==> config.mk <==
export PLATFORM = sky130hd
export DESIGN_NAME = regfile_wb_scheduler
export DESIGN_NICKNAME = d
export VERILOG_FILES = /design/src/rtl/regfile_wb_pkg.sv /design/src/rtl/wb_fifo.sv /design/src/rtl/regfile_wb_scheduler.sv
export SDC_FILE = /design/constraint.sdc
export NUM_CORES = 1
export LEC_CHECK = 0
export CAP_MARGIN = 20
export CORE_UTILIZATION = 51
export CTS_CLUSTER_SIZE = 12
export DETAILED_ROUTE_END_ITERATION = 10
export PLACE_DENSITY_LB_ADDON = 0.25
export SETUP_SLACK_MARGIN = 0.1
export SYNTH_ARGS = -nofsm -noshare
export SYNTH_HDL_FRONTEND = slang
export SYNTH_SLANG_ARGS = --single-unit
==> constraint.sdc <==
create_clock -name CLK -period 14.77 [get_ports CLK]
set_input_delay 2.954 -clock CLK [delete_from_list [all_inputs] [get_ports CLK]]
set_output_delay 2.954 -clock CLK [all_outputs]
set_load 0.01 [all_outputs]
==> src/rtl/regfile_wb_pkg.sv <==
// rtl/regfile_wb_pkg.sv - shared types for the register-file writeback scheduler
package regfile_wb_pkg;

  typedef logic [31:0] word_t;
  typedef logic [4:0]  regsel_t;
  typedef logic [31:0] regbits_t;

  typedef enum logic {
    SRC_ALU = 1'b0,
    SRC_MEM = 1'b1
  } src_t;

  typedef struct packed {
    regsel_t wsel;
    word_t   wdat;
  } wb_entry_t;

  localparam int NUM_REGS = 32;

endpackage

==> src/rtl/wb_fifo.sv <==
// rtl/wb_fifo.sv - circular writeback entry FIFO with registered head
module wb_fifo
  import regfile_wb_pkg::*;
#(
  parameter int DEPTH = 2
) (
  input  logic      CLK,
  input  logic      RST,
  input  logic      push,
  input  wb_entry_t push_entry,
  input  logic      pop,
  output logic      full,
  output logic      empty,
  output wb_entry_t head
);

  localparam int PW = $clog2(DEPTH);
  localparam int CW = PW + 1;

  wb_entry_t         mem_q [DEPTH];
  wb_entry_t         mem_d [DEPTH];
  logic [PW-1:0]     rd_ptr_q, rd_ptr_d;
  logic [PW-1:0]     wr_ptr_q, wr_ptr_d;
  logic [CW-1:0]     count_q, count_d;
  logic              do_push, do_pop;

  assign full  = (count_q == CW'(DEPTH));
  assign empty = (count_q == '0);
  assign head  = mem_q[rd_ptr_q];

  // Readiness is a function of count alone, so a full FIFO refuses a push even while popping.
  always_comb begin
    do_push  = push && !full;
    do_pop   = pop && !empty;
    mem_d    = mem_q;
    rd_ptr_d = rd_ptr_q;
    wr_ptr_d = wr_ptr_q;
    count_d  = count_q;
    if (do_push) begin
      mem_d[wr_ptr_q] = push_entry;
      wr_ptr_d        = wr_ptr_q + PW'(1);
    end
    if (do_pop) begin
      rd_ptr_d = rd_ptr_q + PW'(1);
    end
    if (do_push && !do_pop) begin
      count_d = count_q + CW'(1);
    end else if (do_pop && !do_push) begin
      count_d = count_q - CW'(1);
    end
  end

  always_ff @(posedge CLK or posedge RST) begin
    if (RST) begin
      mem_q    <= '{default: '0};
      rd_ptr_q <= '0;
      wr_ptr_q <= '0;
      count_q  <= '0;
    end else begin
      mem_q    <= mem_d;
      rd_ptr_q <= rd_ptr_d;
      wr_ptr_q <= wr_ptr_d;
      count_q  <= count_d;
    end
  end

endmodule

==> src/rtl/regfile_wb_scheduler.sv <==
// rtl/regfile_wb_scheduler.sv - round-robin writeback port sharing with RAW scoreboard
module regfile_wb_scheduler
  import regfile_wb_pkg::*;
#(
  parameter int DEPTH = 2
) (
  input  logic        CLK,
  input  logic        RST,
  input  logic        alu_valid,
  output logic        alu_ready,
  input  logic [4:0]  alu_wsel,
  input  logic [31:0] alu_wdat,
  input  logic        mem_valid,
  output logic        mem_ready,
  input  logic [4:0]  mem_wsel,
  input  logic [31:0] mem_wdat,
  input  logic        claim_en,
  input  logic [4:0]  claim_sel,
  output logic [31:0] pending,
  output logic        WEN,
  output logic [4:0]  wsel,
  output logic [31:0] wdat
);

  wb_entry_t alu_head, mem_head, grant_head;
  logic      alu_full, alu_empty, mem_full, mem_empty;
  logic      grant_alu, grant_mem, grant;
  src_t      rr_last_q, rr_last_d;
  regbits_t  pending_q, pending_d;

  wb_fifo #(.DEPTH(DEPTH)) u_alu_fifo (
    .CLK        (CLK),
    .RST        (RST),
    .push       (alu_valid),
    .push_entry ('{wsel: alu_wsel, wdat: alu_wdat}),
    .pop        (grant_alu),
    .full       (alu_full),
    .empty      (alu_empty),
    .head       (alu_head)
  );

  wb_fifo #(.DEPTH(DEPTH)) u_mem_fifo (
    .CLK        (CLK),
    .RST        (RST),
    .push       (mem_valid),
    .push_entry ('{wsel: mem_wsel, wdat: mem_wdat}),
    .pop        (grant_mem),
    .full       (mem_full),
    .empty      (mem_empty),
    .head       (mem_head)
  );

  assign alu_ready = !alu_full;
  assign mem_ready = !mem_full;
  assign pending   = pending_q;

  // When both heads are valid, the source that did not win last time takes the port.
  always_comb begin
    grant_alu  = !alu_empty && (mem_empty || rr_last_q == SRC_MEM);
    grant_mem  = !mem_empty && (alu_empty || rr_last_q == SRC_ALU);
    grant      = grant_alu || grant_mem;
    grant_head = '0;
    if (grant_alu) begin
      grant_head = alu_head;
    end else if (grant_mem) begin
      grant_head = mem_head;
    end
    rr_last_d = rr_last_q;
    if (grant_alu) begin
      rr_last_d = SRC_ALU;
    end else if (grant_mem) begin
      rr_last_d = SRC_MEM;
    end
  end

  assign WEN  = grant && (grant_head.wsel != '0);
  assign wsel = grant_head.wsel;
  assign wdat = grant_head.wdat;

  // A same-cycle claim means a newer producer is in flight, so set beats clear.
  always_comb begin
    pending_d = pending_q;
    for (int r = 1; r < NUM_REGS; r++) begin
      if (claim_en && claim_sel == 5'(r)) begin
        pending_d[r] = 1'b1;
      end else if (grant && grant_head.wsel == 5'(r)) begin
        pending_d[r] = 1'b0;
      end
    end
    pending_d[0] = 1'b0;
  end

  always_ff @(posedge CLK or posedge RST) begin
    if (RST) begin
      rr_last_q <= SRC_MEM;
      pending_q <= '0;
    end else begin
      rr_last_q <= rr_last_d;
      pending_q <= pending_d;
    end
  end

endmodule
### Yosys cells after proc, flatten, opt, wreduce, memory -nomap -nowiden

Index checks and enable logic that the tools add are counted.

* latch bits: 0
* ROM bits: 0
* output and inout bits: 72
* bits in registers: 188
* input bits: 84
* memories: 0
* logic and storage cells: 334
* memory bits (writable): 0

* divide/modulo/power cells: 0
* bitwise operators: 5
* reductions and logical operators: 123
* shift-type cells: 0
* multiplexer cells: 82
* $add $sub $neg: 8
* magnitude comparators: 6
* $mul: 0
* equal/unequal tests: 64

Operators with widths (number)
* $mux 37: 10
* $eq 5x5->1 const B: 32
* $bwmux 74: 2
* $eq 5x4->1 const B: 16
* $logic_and 1x1->1: 75
* $demux 37 s1: 2
* $reduce_bool 2->1: 34
* $mux 1: 64
* $eq 5x3->1 const B: 8
* $eq 5x2->1 const B: 4
* $eq 5x1->1 const B: 2
* $ge 2x2->1 const B: 4
* $logic_not 1->1: 8
* $mux 2: 4
* $not 1->2: 4
* $reduce_bool 5->1: 1
* $add 1x1->1 const B: 4
* $add 2x1->2 const B: 2
* $eq 2x2->1 const B: 2
* $logic_not 2->1: 2
* $lt 2x1->1 const B: 2
* $sub 2x1->2 const B: 2
* $logic_or 1x1->1: 3
* $not 1->1: 1

### Depth between registers and ports, before layout

Gate-level depths: netlist of the first run.

* depth in word-level cells: 10
* mapped depth: 10
* depth with buffers taken out: 7

### Cells and area by module

From an unflattened synthesis of the first run, not the netlist that was laid out.

* cells, all modules: 686
* area total of the unflattened synthesis: 9594.2 um^2

Modules (own cells, without submodules)
* wb_fifo: times used 2, cells an instance 216, seq. area each 1951.9 um^2, area an instance 3708.6 um^2
* regfile_wb_scheduler: times used 1, cells an instance 254, seq. area each 802.0 um^2, area an instance 2177.1 um^2

### Worst setup path before layout of the first run

OpenSTA, ideal clock, no wires.

* path kind: register -> output
* start: register u_mem_fifo.rd_ptr_q
* end: output WEN
* required time: 11.816 ns
* slack: 10.187 ns
* stages on the path, launching flop included: 7
* arrival: 1.629 ns
* buffers on the path: 2
* cell sequence: dfrtp_1 -> buf_2 -> buf_6 -> mux2i_2 -> nor3_1 -> or2_1 -> a2111o_1

* longest elaborated chain between the ends: 8

RTL lines
* start, declared: RTL line wb_fifo.sv:22 `logic [PW-1:0] rd_ptr_q, rd_ptr_d;`
* start signal, assigned: RTL line wb_fifo.sv:61 `rd_ptr_q <= rd_ptr_d;`
* $not 1->2 (not written as such): RTL line wb_fifo.sv:29 `assign head = mem_q[rd_ptr_q];`
* $mux 37 (not written as such) (3 in a row): RTL line wb_fifo.sv:29
* $mux 37: RTL line regfile_wb_scheduler.sv:65 `end else if (grant_mem) begin`
* $mux 37: RTL line regfile_wb_scheduler.sv:63 `if (grant_alu) begin`
* via wsel[4]: RTL line regfile_wb_scheduler.sv:21 `output logic [4:0] wsel,`
* $reduce_bool 5->1: RTL line regfile_wb_scheduler.sv:76 `assign WEN = grant && (grant_head.wsel != '0);`
* $logic_and 1x1->1: RTL line regfile_wb_scheduler.sv:76
* end, declared: RTL line regfile_wb_scheduler.sv:20 `output logic WEN,`

The timed path passes the listed nets, and every way through them passes these cells. The select of a mux whose other input is x is not followed.

### Worst setup path in the final report of the first run

* start: register u_mem_fifo.count_q[0]
* end: output WEN

* longest elaborated chain between the ends: 7
* elaborated cells on any way between the ends: 10
* those cells by class: mux: 2; reduce/logical: 8

RTL lines
* start, declared: RTL line wb_fifo.sv:24 `logic [CW-1:0] count_q, count_d;`
* start signal, assigned: RTL line wb_fifo.sv:63 `count_q <= count_d;`
* $logic_not 2->1 *: RTL line wb_fifo.sv:28 `assign empty = (count_q == '0);`
* $logic_not 1->1: RTL line regfile_wb_scheduler.sv:60 `grant_mem = !mem_empty && (alu_empty || rr_last_q == SRC_ALU);`
* $logic_and 1x1->1: RTL line regfile_wb_scheduler.sv:60
* $mux 37: RTL line regfile_wb_scheduler.sv:65
* $mux 37: RTL line regfile_wb_scheduler.sv:63
* $reduce_bool 5->1: RTL line regfile_wb_scheduler.sv:76
* $logic_and 1x1->1 *: RTL line regfile_wb_scheduler.sv:76

Mark *: on every way between the ends. The rest lies on a longest branch, timed or not.

==> out/qor.log, run 1 <==
[sta] slew at the pin with the worst max-slew slack 1.04 ns
[sta] number of pins exceeding their max-slew limit in the final report 0
[synth] total number of yosys warnings 0
[sta] number of endpoints with negative hold slack in the final report 0
[sta] maximum clock frequency 0.160 GHz
[sta] final period utilization 0.422
[route] wire length on met3 961 µm
[power] static leakage 0.00455 µW
[clocking] quantity of gates resized following cts 0
[synth] Seq/Total Area, Yosys 0.547
[place] hpwl dp 13400 µm
[min_path] Hold Crit Depth 1
[finish] layout cell share with drive strength beyond 1 0.249
[clocking] Setup Fix Bufs, Post-CTS 0
[global_route] maximum number of pins on one net before global-route repair 121
[sta] worst hold-check slack 0.496 ns
[synth] EDFF count, synth 0
[setup_path] element type at the critical path start flip-flop
[route] remaining antenna violation count 0
[global_route] first-pass GRT wire length 32800 µm
[setup_path] CP Max Fanout 39
[floorplanning] Die Span Y 132 µm
[global_route] overflow left after global routing 0
[synth] synthesized cell area 0.00860 mm²
[synth] top cells by area in the synthesized netlist dfrtp_1 54%, mux2_2 20%, mux2i_1 8.0%
[finish] count of nets after finishing 882
[synth] most common cell in the synthesized netlist dfrtp_1
[power] design internal power 1810 µW
[floorplanning] Die ar. 0.0174 mm²
[sta] clk_skew 0.0140 ns
[setup_path] category of the critical setup timing path reg2out
[run_status] status completed
[synth] synthesized flop and latch total 188
[synth] library cell with the largest summed area after synthesis dfrtp_1
[setup_path] Worst Reg-to-Reg Cells 5
[route] total via count in the routed design 5911
[clocking] clock latency on the worst-skew pair 0.43 ns
[synth] Main synth FF type dfrtp_1
[floorplanning] Die Wd 132 µm
[job] max-cap viol count 0
[power] total power divided by cell area 261 mW/mm²
[power] net switching share of the total power 0.361
[floorplanning] Top Ports 156
[synth] Async S/R FF share, synth 1.00
[synth] number of different library cells in the post-synthesis netlist 51
[setup_path] data arrival at the endpoint of the critical path 3.28 ns
[global_route] vias in the first global route 6280
[clocking] TritonCTS clock tree yes
[global_route] initial antenna violation count 0
[clocking] buffer cell driving the clock tree root clkbuf_16
[route] Via-to-Cell Ratio 5.75
[floorplanning] Initial Util 0.520
[synth] post-synthesis area per instance 13.2 µm²
[route] met2 layer wire length in the routed design 10200 µm
[route] topmost layer with routed signal wires met4
[clocking] CTS buffer count 17
[sta] sum of negative setup slack 0 ns
[place] global placer's final weighted congestion 0.851
[global_route] GRT Total Usage 0.241
[synth] most frequent cells after synthesis 187 x dfrtp_1, 151 x mux2_2, 69 x mux2i_1, 49 x o22ai_1, 37 x o21ai_0
[route] DR pass1 iterations 5
[clocking] H-tree Lvls 4
[setup_path] Critical Path End Type output pin
[floorplanning] total number of placement rows 47
[synth] cell count after synthesis 654
[route] average wire per cell in the routed design 19.3 µm
[sta] Max-Slew Margin vs Limit 0.307
[clocking] clock slew at reported path FFs 0.06 ns
[power] combinational cell fraction of total power 0.507
[power] switching power of the nets 1020 µW
[route] DRT met1 WL 8510 µm
[power] sequential share of power 0.332
[finish] Layout area overhead 26.6%
[setup_path] data required time at the worst endpoint 11.82 ns
[sta] RSZ-0062 raised after global routing no
[place] count of input and output buffers 154
[route] DRC marker count from the first detailed-route iteration 366
[power] maximum VDD drop 0.131 mV
[route] DRC Markers 0
[sta] Final setup viols 0
[finish] count of fill cells added during filler insertion 1210
[clocking] number of buffers added to fix hold violations after cts 0
[clocking] worst-case clock buffer depth 2
[clocking] CTS Sinks 188
[synth] proportion of netlist area held by the largest area contributor 0.544
[sta] Tmin final 6.24 ns
[route] sum of routed wire length over all layers 19800 µm
[finish] count of inserted antenna diode cells 0
[power] Clk pwr share 0.161
[min_path] worst min-delay path class reg2reg
[synth] number of nets produced by synthesis 740
[floorplanning] Core Footprint 0.0165 mm²
-- cell families (layout without fill, tap and decap cells) --
group / after synthesis / in the layout / synth area share
AO/OA/AOI/OAI: 107 / 107 / 0.0778
XOR/XNOR: 10 / 10 / 0.0102
adder cells (fa/ha/maj): 2 / 2 / 0.00291
buffers and inverters: 48 / 202 / 0.0316
flip-flops: 188 / 188 / 0.547
multiplexers: 225 / 225 / 0.285
other: 1 / 1 / 0.000436
AND/OR/NAND/NOR: 73 / 73 / 0.0451
-- state kept, by name (all words and copies together), names as in the netlist --
name                 count
u_alu_fifo.wr_ptr_q      1
rr_last_q                1
u_mem_fifo.mem_q        74
u_alu_fifo.count_q       2
u_alu_fifo.mem_q        74
u_mem_fifo.count_q       2
u_mem_fifo.wr_ptr_q      1
u_mem_fifo.rd_ptr_q      1
u_alu_fifo.rd_ptr_q      1
pending                 31
-- layout by cell type (no fill, tap or decap), types with 3 or more instances in the layout --
cell type | Yosys | routed
nand2_1 | 9 | 9
clkbuf_16 | 0 | 17
xnor2_1 | 6 | 6
buf_4 | 11 | 3
clkbuf_8 | 0 | 5
nand4_1 | 5 | 5
mux2_2 | 151 | 151
inv_1 | 10 | 9
o21ai_0 | 37 | 37
o22ai_1 | 49 | 49
o31ai_1 | 5 | 5
mux2_1 | 4 | 4
nor4_1 | 4 | 4
clkbuf_1 | 5 | 4
nor2_4 | 1 | 3
nand2_2 | 3 | 3
nor3_1 | 6 | 6
nor2b_1 | 3 | 3
nand2b_1 | 5 | 5
nor2_1 | 16 | 16
xor2_1 | 4 | 4
nand3_1 | 10 | 10
clkdlybuf4s50_1 | 0 | 154
dfrtp_1 | 187 | 185
mux2i_1 | 69 | 69
-- worst paths after layout --
| kind | slack, ns | endpoint | startpoint |
|---|---|---|---|
| max | 8.53 | WEN | u_mem_fifo.count_q[0] |
| min | 0.50 | u_alu_fifo.mem_q[14] | u_alu_fifo.mem_q[14] |
| max reg2reg | 12.30 | pending[16] | u_mem_fifo.count_q[0] |
| min reg2reg | 0.50 | u_alu_fifo.mem_q[14] | u_alu_fifo.mem_q[14] |
| max in group asynchronous | 10.23 | u_mem_fifo.rd_ptr_q | RST |
| min in group asynchronous | 2.83 | u_alu_fifo.mem_q[30] | RST |
-- power by group through the flow --
stage | Clock, µW | Sequential [µW] | Combinational [µW]
final | 458 | 942 | 1440
after detailed placement | 0 | 949 | 1440
after CTS | 466 | 940 | 1450
after floorplan | 0 | 911 | 916
after global placement | 0 | 924 | 1400
after global routing | 490 | 976 | 1540
-- critical path, cell delays in order (launching register included) --
cell	delay, ns
dfrtp_1	0.46
or2_2	0.41
nand2_2	0.67
o22ai_1	0.38
a2111o_1	0.43
clkdlybuf4s50_1	0.50
-- area by class of cell --
| type | count | area, µm² | share of cell area |
|---|---|---|---|
| Clock buffer | 26 | 509 | 0.0468 |
| Clock inverter | 5 | 81.3 | 0.00747 |
| Inverter | 11 | 46.3 | 0.00425 |
| Multi-Input combinational cell | 418 | 3630 | 0.334 |
| Sequential cell | 188 | 4710 | 0.433 |
| Tap cell | 220 | 275 | 0.0253 |
| Timing Repair Buffer | 160 | 1630 | 0.150 |
-- through the flow --
step	worst slack, ns	instance area, µm²	util	std cells	power [µW]
2_1_floorplan	6.70	8600	-	654	1830
3_3_place_gp	9.08	10200	0.619	994	2320
3_5_place_dp	8.99	10300	0.621	996	2390
4_1_cts	8.51	10900	0.657	1027	2850
5_1_grt	8.33	10900	0.659	1028	3010
6_report	8.53	10900	0.659	1028	2840
-- routing by layer --
metal	up-vias	GRT usage
met5	-	0
met3	17	0.0531
li1	2674	-
met2	185	0.412
met4	0	0.0814
met1	3035	0.302
Power figures use the tool's default switching activity.
==> run 2, diff against run 1 <==
--- a/config.mk
+++ b/config.mk
@@ -6,7 +6,7 @@
 export NUM_CORES = 1
 export LEC_CHECK = 0
 export CAP_MARGIN = 20
-export CORE_UTILIZATION = 51
+export CORE_UTILIZATION = 48
 export CTS_CLUSTER_SIZE = 12
 export DETAILED_ROUTE_END_ITERATION = 10
 export PLACE_DENSITY_LB_ADDON = 0.25
==> constraint.sdc (replaced) <==
create_clock -name CLK -period 5.6 [get_ports CLK]
set_input_delay 1.12 -clock CLK [delete_from_list [all_inputs] [get_ports CLK]]
set_output_delay 1.12 -clock CLK [all_outputs]
set_load 0.01 [all_outputs]
==> run 2 against run 1 <==
Effect of this change:
- utilization shrank 3.4 points
- non-clock buffer count fell by 1
- critical path type unchanged
- sequential power rose to 2.7 times the previous value
- cell count is 0.49% higher
==> out/qor.log, run 2 (synthesized netlist as in run 1, its figures left out) <==
[run_status] status completed
[sta] RSZ-0062 raised after global routing no
[route] sum of routed wire length over all layers 20100 µm [+1.6%]
[finish] highest-count cells in the layout ignoring fill and taps 185 x dfrtp_1, 154 x clkdlybuf4s50_1, 151 x mux2_2
[floorplanning] Die Wd 136 µm [+3.0%]
[clocking] buffer cell driving the clock tree root clkbuf_16
[clocking] clock slew at reported path FFs 0.06 ns [about the same]
[global_route] initial antenna violation count 0 [unchanged]
[power] maximum VDD drop 0.343 mV [+160%]
[setup_path] category of the critical setup timing path reg2out
[setup_path] data arrival at the endpoint of the critical path 3.25 ns [-0.03 ns]
[setup_path] CP Max Fanout 39 [unchanged]
[clocking] H-tree Lvls 4 [unchanged]
[sta] number of pins exceeding their max-slew limit in the final report 0 [unchanged]
[sta] number of endpoints with negative hold slack in the final report 0 [unchanged]
[sta] final period utilization 0.781
[finish] most frequent standard cell in the layout excluding fill and tap cells dfrtp_1
[route] DRC Markers 0 [unchanged]
[setup_path] element type at the critical path start flip-flop
[setup_path] data required time at the worst endpoint 4.48 ns [-7.34 ns]
[job] max-cap viol count 0 [unchanged]
[min_path] worst min-delay path class reg2reg
[sta] Final setup viols 0 [unchanged]
[finish] Design Area, Final 0.0109 mm² [about the same]
[floorplanning] total number of placement rows 48 [+2.1%]
[sta] maximum clock frequency 0.229 GHz
[power] design internal power 4790 µW [+160%]
[finish] count of nets after finishing 881 [-0.11%]
[clocking] Setup Fix Bufs, Post-CTS 0 [unchanged]
[place] global placer's final weighted congestion 0.900 [+5.7%]
[global_route] GRT Total Usage 0.229 [-0.0119]
[place] count of input and output buffers 154 [unchanged]
[clocking] worst-case clock buffer depth 2 [unchanged]
[power] sequential share of power 0.335 [+0.003]
[clocking] number of buffers added to fix hold violations after cts 0 [unchanged]
[sta] Tmin final 4.37 ns
[route] DRC marker count from the first detailed-route iteration 260 [-29%]
[sta] clk_skew 0.0114 ns [-0.00265 ns]
[route] remaining antenna violation count 0 [unchanged]
[floorplanning] Top Ports 156 [unchanged]
[global_route] first-pass GRT wire length 32100 µm [-1.9%]
[clocking] quantity of gates resized following cts 0 [unchanged]
[floorplanning] Core Footprint 0.0174 mm² [+5.4%]
[power] net switching share of the total power 0.364 [+0.00359]
[sta] slew at the pin with the worst max-slew slack 1.13 ns [+0.0911 ns]
[route] DR pass1 iterations 5 [unchanged]
[clocking] clock latency on the worst-skew pair 0.42 ns [about the same]
[finish] count of inserted antenna diode cells 0 [unchanged]
[setup_path] Critical Path End Type output pin
[global_route] maximum number of pins on one net before global-route repair 189 [+56%]
[finish] layout cell share with drive strength beyond 1 0.254 [+0.00495]
[place] hpwl dp 13600 µm [+2.1%]
[floorplanning] Initial Util 0.494 [-0.0267]
[floorplanning] Die ar. 0.0185 mm² [+6.2%]
[power] static leakage 0.00455 µW [about the same]
[clocking] CTS buffer count 17 [unchanged]
[finish] count of fill cells added during filler insertion 1372 [+13%]
[finish] non-filler instance count after layout 1033 [+0.49%]
[clocking] TritonCTS clock tree yes
[place] cell area after placement 0.0103 mm² [about the same]
[power] Clk pwr share 0.166 [+0.005]
[place] number of cells after detailed placement 1001 [+0.50%]
[global_route] vias in the first global route 6139 [-2.2%]
[power] combinational cell fraction of total power 0.499 [-0.008]
[route] total via count in the routed design 5925 [+0.24%]
[route] average wire per cell in the routed design 19.5 µm [+1.1%]
[finish] Layout area overhead 26.6% [about the same]
[clocking] CTS Sinks 188 [unchanged]
[sta] sum of negative setup slack 0 ns [unchanged]
[route] Via-to-Cell Ratio 5.74 [-0.25%]
[floorplanning] Die Span Y 136 µm [+3.0%]
[sta] Max-Slew Margin vs Limit 0.249 [-0.0583]
[power] switching power of the nets 2750 µW [+170%]
[power] total power divided by cell area 692 mW/mm² [+170%]
[global_route] overflow left after global routing 0 [unchanged]
==> run 2: changes by cell type in the layout (fill, tap and decap cells not counted), sizes merged <==
cell,change
clkbuf,-7
clkinv,+4
clkinvlp,+2
inv,+1
buf,-1
bufinv,+1
==> run 2: power by group through the flow <==
stage          logic (µW)  registers [µW]  clock network (µW)
2_1_floorplan        2420            2400                   0
3_3_place_gp         3670            2480                   0
3_5_place_dp         3770            2540                   0
4_1_cts              3790            2520                1270
5_1_grt              4050            2610                1330
6_report             3760            2520                1250
==> run 2: critical path, cell delays in order, from the launching register on <==
cell and delay (ns):
dfrtp_1 0.47, o21ai_2 0.31, nand2_2 0.57, a211oi_2 0.70, a2111o_1 0.23, clkdlybuf4s50_1 0.54
==> run 2: final timing paths <==
path	depth (start not counted)	end	slack (ns)	start
setup / recovery	5	WEN	1.23	u_alu_fifo.count_q[0]
hold / removal	1	u_alu_fifo.mem_q[14]	0.50	u_alu_fifo.mem_q[14]
setup reg to reg	6	pending[30]	3.04	u_alu_fifo.rd_ptr_q
hold reg to reg	1	u_alu_fifo.mem_q[14]	0.50	u_alu_fifo.mem_q[14]
max in group asynchronous	3	u_alu_fifo.wr_ptr_q	3.44	RST
min in group asynchronous	3	u_mem_fifo.mem_q[63]	1.21	RST
==> run 2: area by class of cell <==
cell class / count / area (µm²) / area share
well taps: 225 / 282 / 0.0259
repair buffers: 159 / 1600 / 0.147
clock buffers: 19 / 453 / 0.0416
multi-input cells: 418 / 3630 / 0.334
clock inverters: 13 / 164 / 0.0151
inverters: 11 / 45.0 / 0.00414
flip-flops and latches: 188 / 4710 / 0.432
==> run 2: layer usage <==
layer	track usage	wire (µm)	up-vias
met3	0.0597	1230	27
li1	-	-	2680
met5	0	0	-
met1	0.291	8570	3014
met2	0.385	10000	204
met4	0.0648	308	0
==> run 2: through the flow <==
step / total power, µW / worst slack, ns / hold WS [ns] / utilization
floorplan: 4820 / 2.06 / 0.464 / -
detailed placement: 6310 / 1.69 / 0.489 / 0.590
CTS: 7570 / 1.23 / 0.504 / 0.625
global route: 7980 / 1.03 / 0.518 / 0.625
finish: 7530 / 1.23 / 0.501 / 0.625
global placement: 6150 / 1.75 / 0.474 / 0.589
==> run 3, diff against run 2 <==
--- a/config.mk
+++ b/config.mk
@@ -6,7 +6,7 @@
 export NUM_CORES = 1
 export LEC_CHECK = 0
 export CAP_MARGIN = 20
-export CORE_UTILIZATION = 48
+export CORE_UTILIZATION = 51
 export CTS_CLUSTER_SIZE = 12
 export DETAILED_ROUTE_END_ITERATION = 10
 export PLACE_DENSITY_LB_ADDON = 0.25
==> constraint.sdc (replaced) <==
create_clock -name CLK -period 4.1 [get_ports CLK]
set_input_delay 0.82 -clock CLK [delete_from_list [all_inputs] [get_ports CLK]]
set_output_delay 0.82 -clock CLK [all_outputs]
set_load 0.01 [all_outputs]
==> run 3 against run 2 <==
Effect of this change:
- clock power increased by 26%
- sequential power increased by 37%
- final area down 0.44%
- largest cell class unchanged
==> out/qor.log, run 3 (synthesized netlist as in run 1, its figures left out) <==
[place] worst setup slack before clock tree synthesis 0.810 ns [-0.880 ns]
[setup_path] launch point of the critical path u_alu_fifo.count_q[1]
[clocking] number of buffers added to fix hold violations after cts 0 [unchanged]
[route] DRC marker count from the first detailed-route iteration 396 [+52%]
[clocking] quantity of gates resized following cts 0 [unchanged]
[global_route] GRT Total Usage 0.247 [+0.0178]
[setup_path] CP Buf/Inv Count 1 [unchanged]
[setup_path] kind of cell adding the most delay to the critical path compound AO/OA/AOI/OAI gates
[sta] maximum clock frequency 0.262 GHz
[sta] final period utilization 0.929
[finish] non-filler instance count after layout 1032 [-0.097%]
[finish] count of inserted antenna diode cells 0 [unchanged]
[setup_path] data arrival at the endpoint of the critical path 2.99 ns [-0.26 ns]
[setup_path] Worst Reg-to-Reg Cells 6 [unchanged]
[sta] number of endpoints with negative hold slack in the final report 0 [unchanged]
[setup_path] category of the critical setup timing path reg2out
[setup_path] worst r2r src u_alu_fifo.rd_ptr_q
[sta] clk_skew 0.00543 ns [-0.00594 ns]
[place] count of input and output buffers 154 [unchanged]
[sta] sum of negative setup slack 0 ns [unchanged]
[sta] Tmin final 3.81 ns
[setup_path] Critical Path End Type output pin
[setup_path] crit-path max cell delay 0.61 ns [-0.09 ns]
[clocking] buffer cell driving the clock tree root clkbuf_16
[floorplanning] total number of placement rows 47 [-2.1%]
[min_path] Hold Crit Depth 1 [unchanged]
[finish] count of nets after finishing 885 [+0.45%]
[setup_path] Worst path depth 5 [unchanged]
[floorplanning] Die ar. 0.0174 mm² [-5.8%]
[finish] most frequent standard cell in the layout excluding fill and tap cells dfrtp_1
[sta] worst hold-check slack 0.496 ns [-0.00413 ns]
[sta] RSZ-0062 raised after global routing no
[finish] highest-count cells in the layout ignoring fill and taps 185 x dfrtp_1, 154 x clkdlybuf4s50_1, 151 x mux2_2
[clocking] clock latency on the worst-skew pair 0.43 ns [about the same]
[floorplanning] Core Footprint 0.0165 mm² [-5.1%]
[clocking] TritonCTS clock tree yes
[route] DRC Markers 0 [unchanged]
[route] DR pass1 iterations 6 [+1]
[floorplanning] Top Ports 156 [unchanged]
[clocking] H-tree Lvls 4 [unchanged]
[power] Tot Pwr 10200 µW [+36%]
[place] hpwl dp 13700 µm [+0.52%]
[power] maximum VDD drop 0.468 mV [+36%]
[power] total power divided by cell area 943 mW/mm² [+36%]
[clocking] Setup Fix Bufs, Post-CTS 0 [unchanged]
[setup_path] crit path max-delay cell type a211oi_2
[finish] count of fill cells added during filler insertion 1261 [-8.1%]
[sta] number of pins exceeding their max-slew limit in the final report 0 [unchanged]
[route] average wire per cell in the routed design 19.9 µm [+1.9%]
[min_path] startpoint of the most critical hold path pending[30]
[route] Via-to-Cell Ratio 5.81 [+1.4%]
[clocking] CTS buffer count 17 [unchanged]
[route] remaining antenna violation count 0 [unchanged]
[floorplanning] Initial Util 0.520 [+0.0267]
[min_path] worst min-delay path class reg2reg
[route] sum of routed wire length over all layers 20500 µm [+1.8%]
[floorplanning] Die Wd 132 µm [-2.9%]
[global_route] initial antenna violation count 0 [unchanged]
[floorplanning] Die Span Y 132 µm [-2.9%]
[setup_path] cell chain of the critical path o21ai_2 > nand2_2 > a211oi_2 > a2111o_1 > clkdlybuf4s50_1
[place] number of cells after detailed placement 1000 [-0.10%]
[setup_path] CP Max Fanout 21 [-46%]
[clocking] clock slew at reported path FFs 0.06 ns [about the same]
[global_route] vias in the first global route 6374 [+3.8%]
[setup_path] element type at the critical path start flip-flop
[global_route] overflow left after global routing 0 [unchanged]
[finish] Layout area overhead 26.1%
[route] total via count in the routed design 6001 [+1.3%]
[sta] Final setup viols 0 [unchanged]
[clocking] worst-case clock buffer depth 2 [unchanged]
[job] max-cap viol count 0 [unchanged]
[global_route] maximum number of pins on one net before global-route repair 151 [-20%]
[finish] layout cell share with drive strength beyond 1 0.252 [-0.00125]
[power] static leakage 0.00454 µW [-0.15%]
[place] global placer's final weighted congestion 0.915 [+1.7%]
[sta] Max-Slew Margin vs Limit 0.306 [+0.0573]
[setup_path] data required time at the worst endpoint 3.28 ns [-1.20 ns]
[global_route] first-pass GRT wire length 33200 µm [+3.4%]
[run_status] status completed
[sta] slew at the pin with the worst max-slew slack 1.04 ns [-0.0896 ns]
[clocking] CTS Sinks 188 [unchanged]
[sta] Worst Slack Setup Final 0.289 ns [-0.939 ns]
[run 3: cell types whose count changed in the layout (fill, tap and decap cells not counted), sizes merged]
| cell | change |
|---|---|
| clkbuf | +6 |
| buf | +4 |
| bufinv | -2 |
| inv | -2 |
| clkinv | -1 |
| clkinvlp | -1 |
[run 3: where the power goes]
part	switching, µW	total (µW)	internal [µW]
registers	635	3450	2820
clock network	668	1570	897
logic	2460	5200	2740
[run 3: worst paths after layout]
check                                       end  slack [ns]
max in group asynchronous   u_alu_fifo.rd_ptr_q        2.44
min reg2reg                         pending[30]        0.50
min                                 pending[30]        0.50
max reg2reg                         pending[12]        1.50
min in group asynchronous  u_alu_fifo.mem_q[65]        0.91
max                                         WEN        0.29
[run 3: metrics by stage]
step                cell area, µm²   util
floorplan                     8600      -
global placement             10300  0.622
detailed placement           10300  0.622
CTS                          10800  0.656
global route                 10800  0.656
finish                       10800  0.656
[run 3: per-layer routing]
layer / vias to the layer above / track usage / wire length [µm]
met2: 230 / 0.400 / 9940
met3: 47 / 0.0627 / 1270
met1: 3042 / 0.317 / 8830
met4: 0 / 0.100 / 455
li1: 2682 / - / -
met5: - / 0 / 0
[run 3: area by class of cell]
| cell class | instances | area (µm²) | area share |
|---|---|---|---|
| clock inverter | 7 | 62.6 | 0.00577 |
| clock buffer | 25 | 495 | 0.0457 |
| inverter | 11 | 45.0 | 0.00415 |
| tap | 220 | 275 | 0.0254 |
| multi-input combinational | 418 | 3630 | 0.335 |
| sequential | 188 | 4710 | 0.434 |
| timing repair buffer | 163 | 1620 | 0.150 |
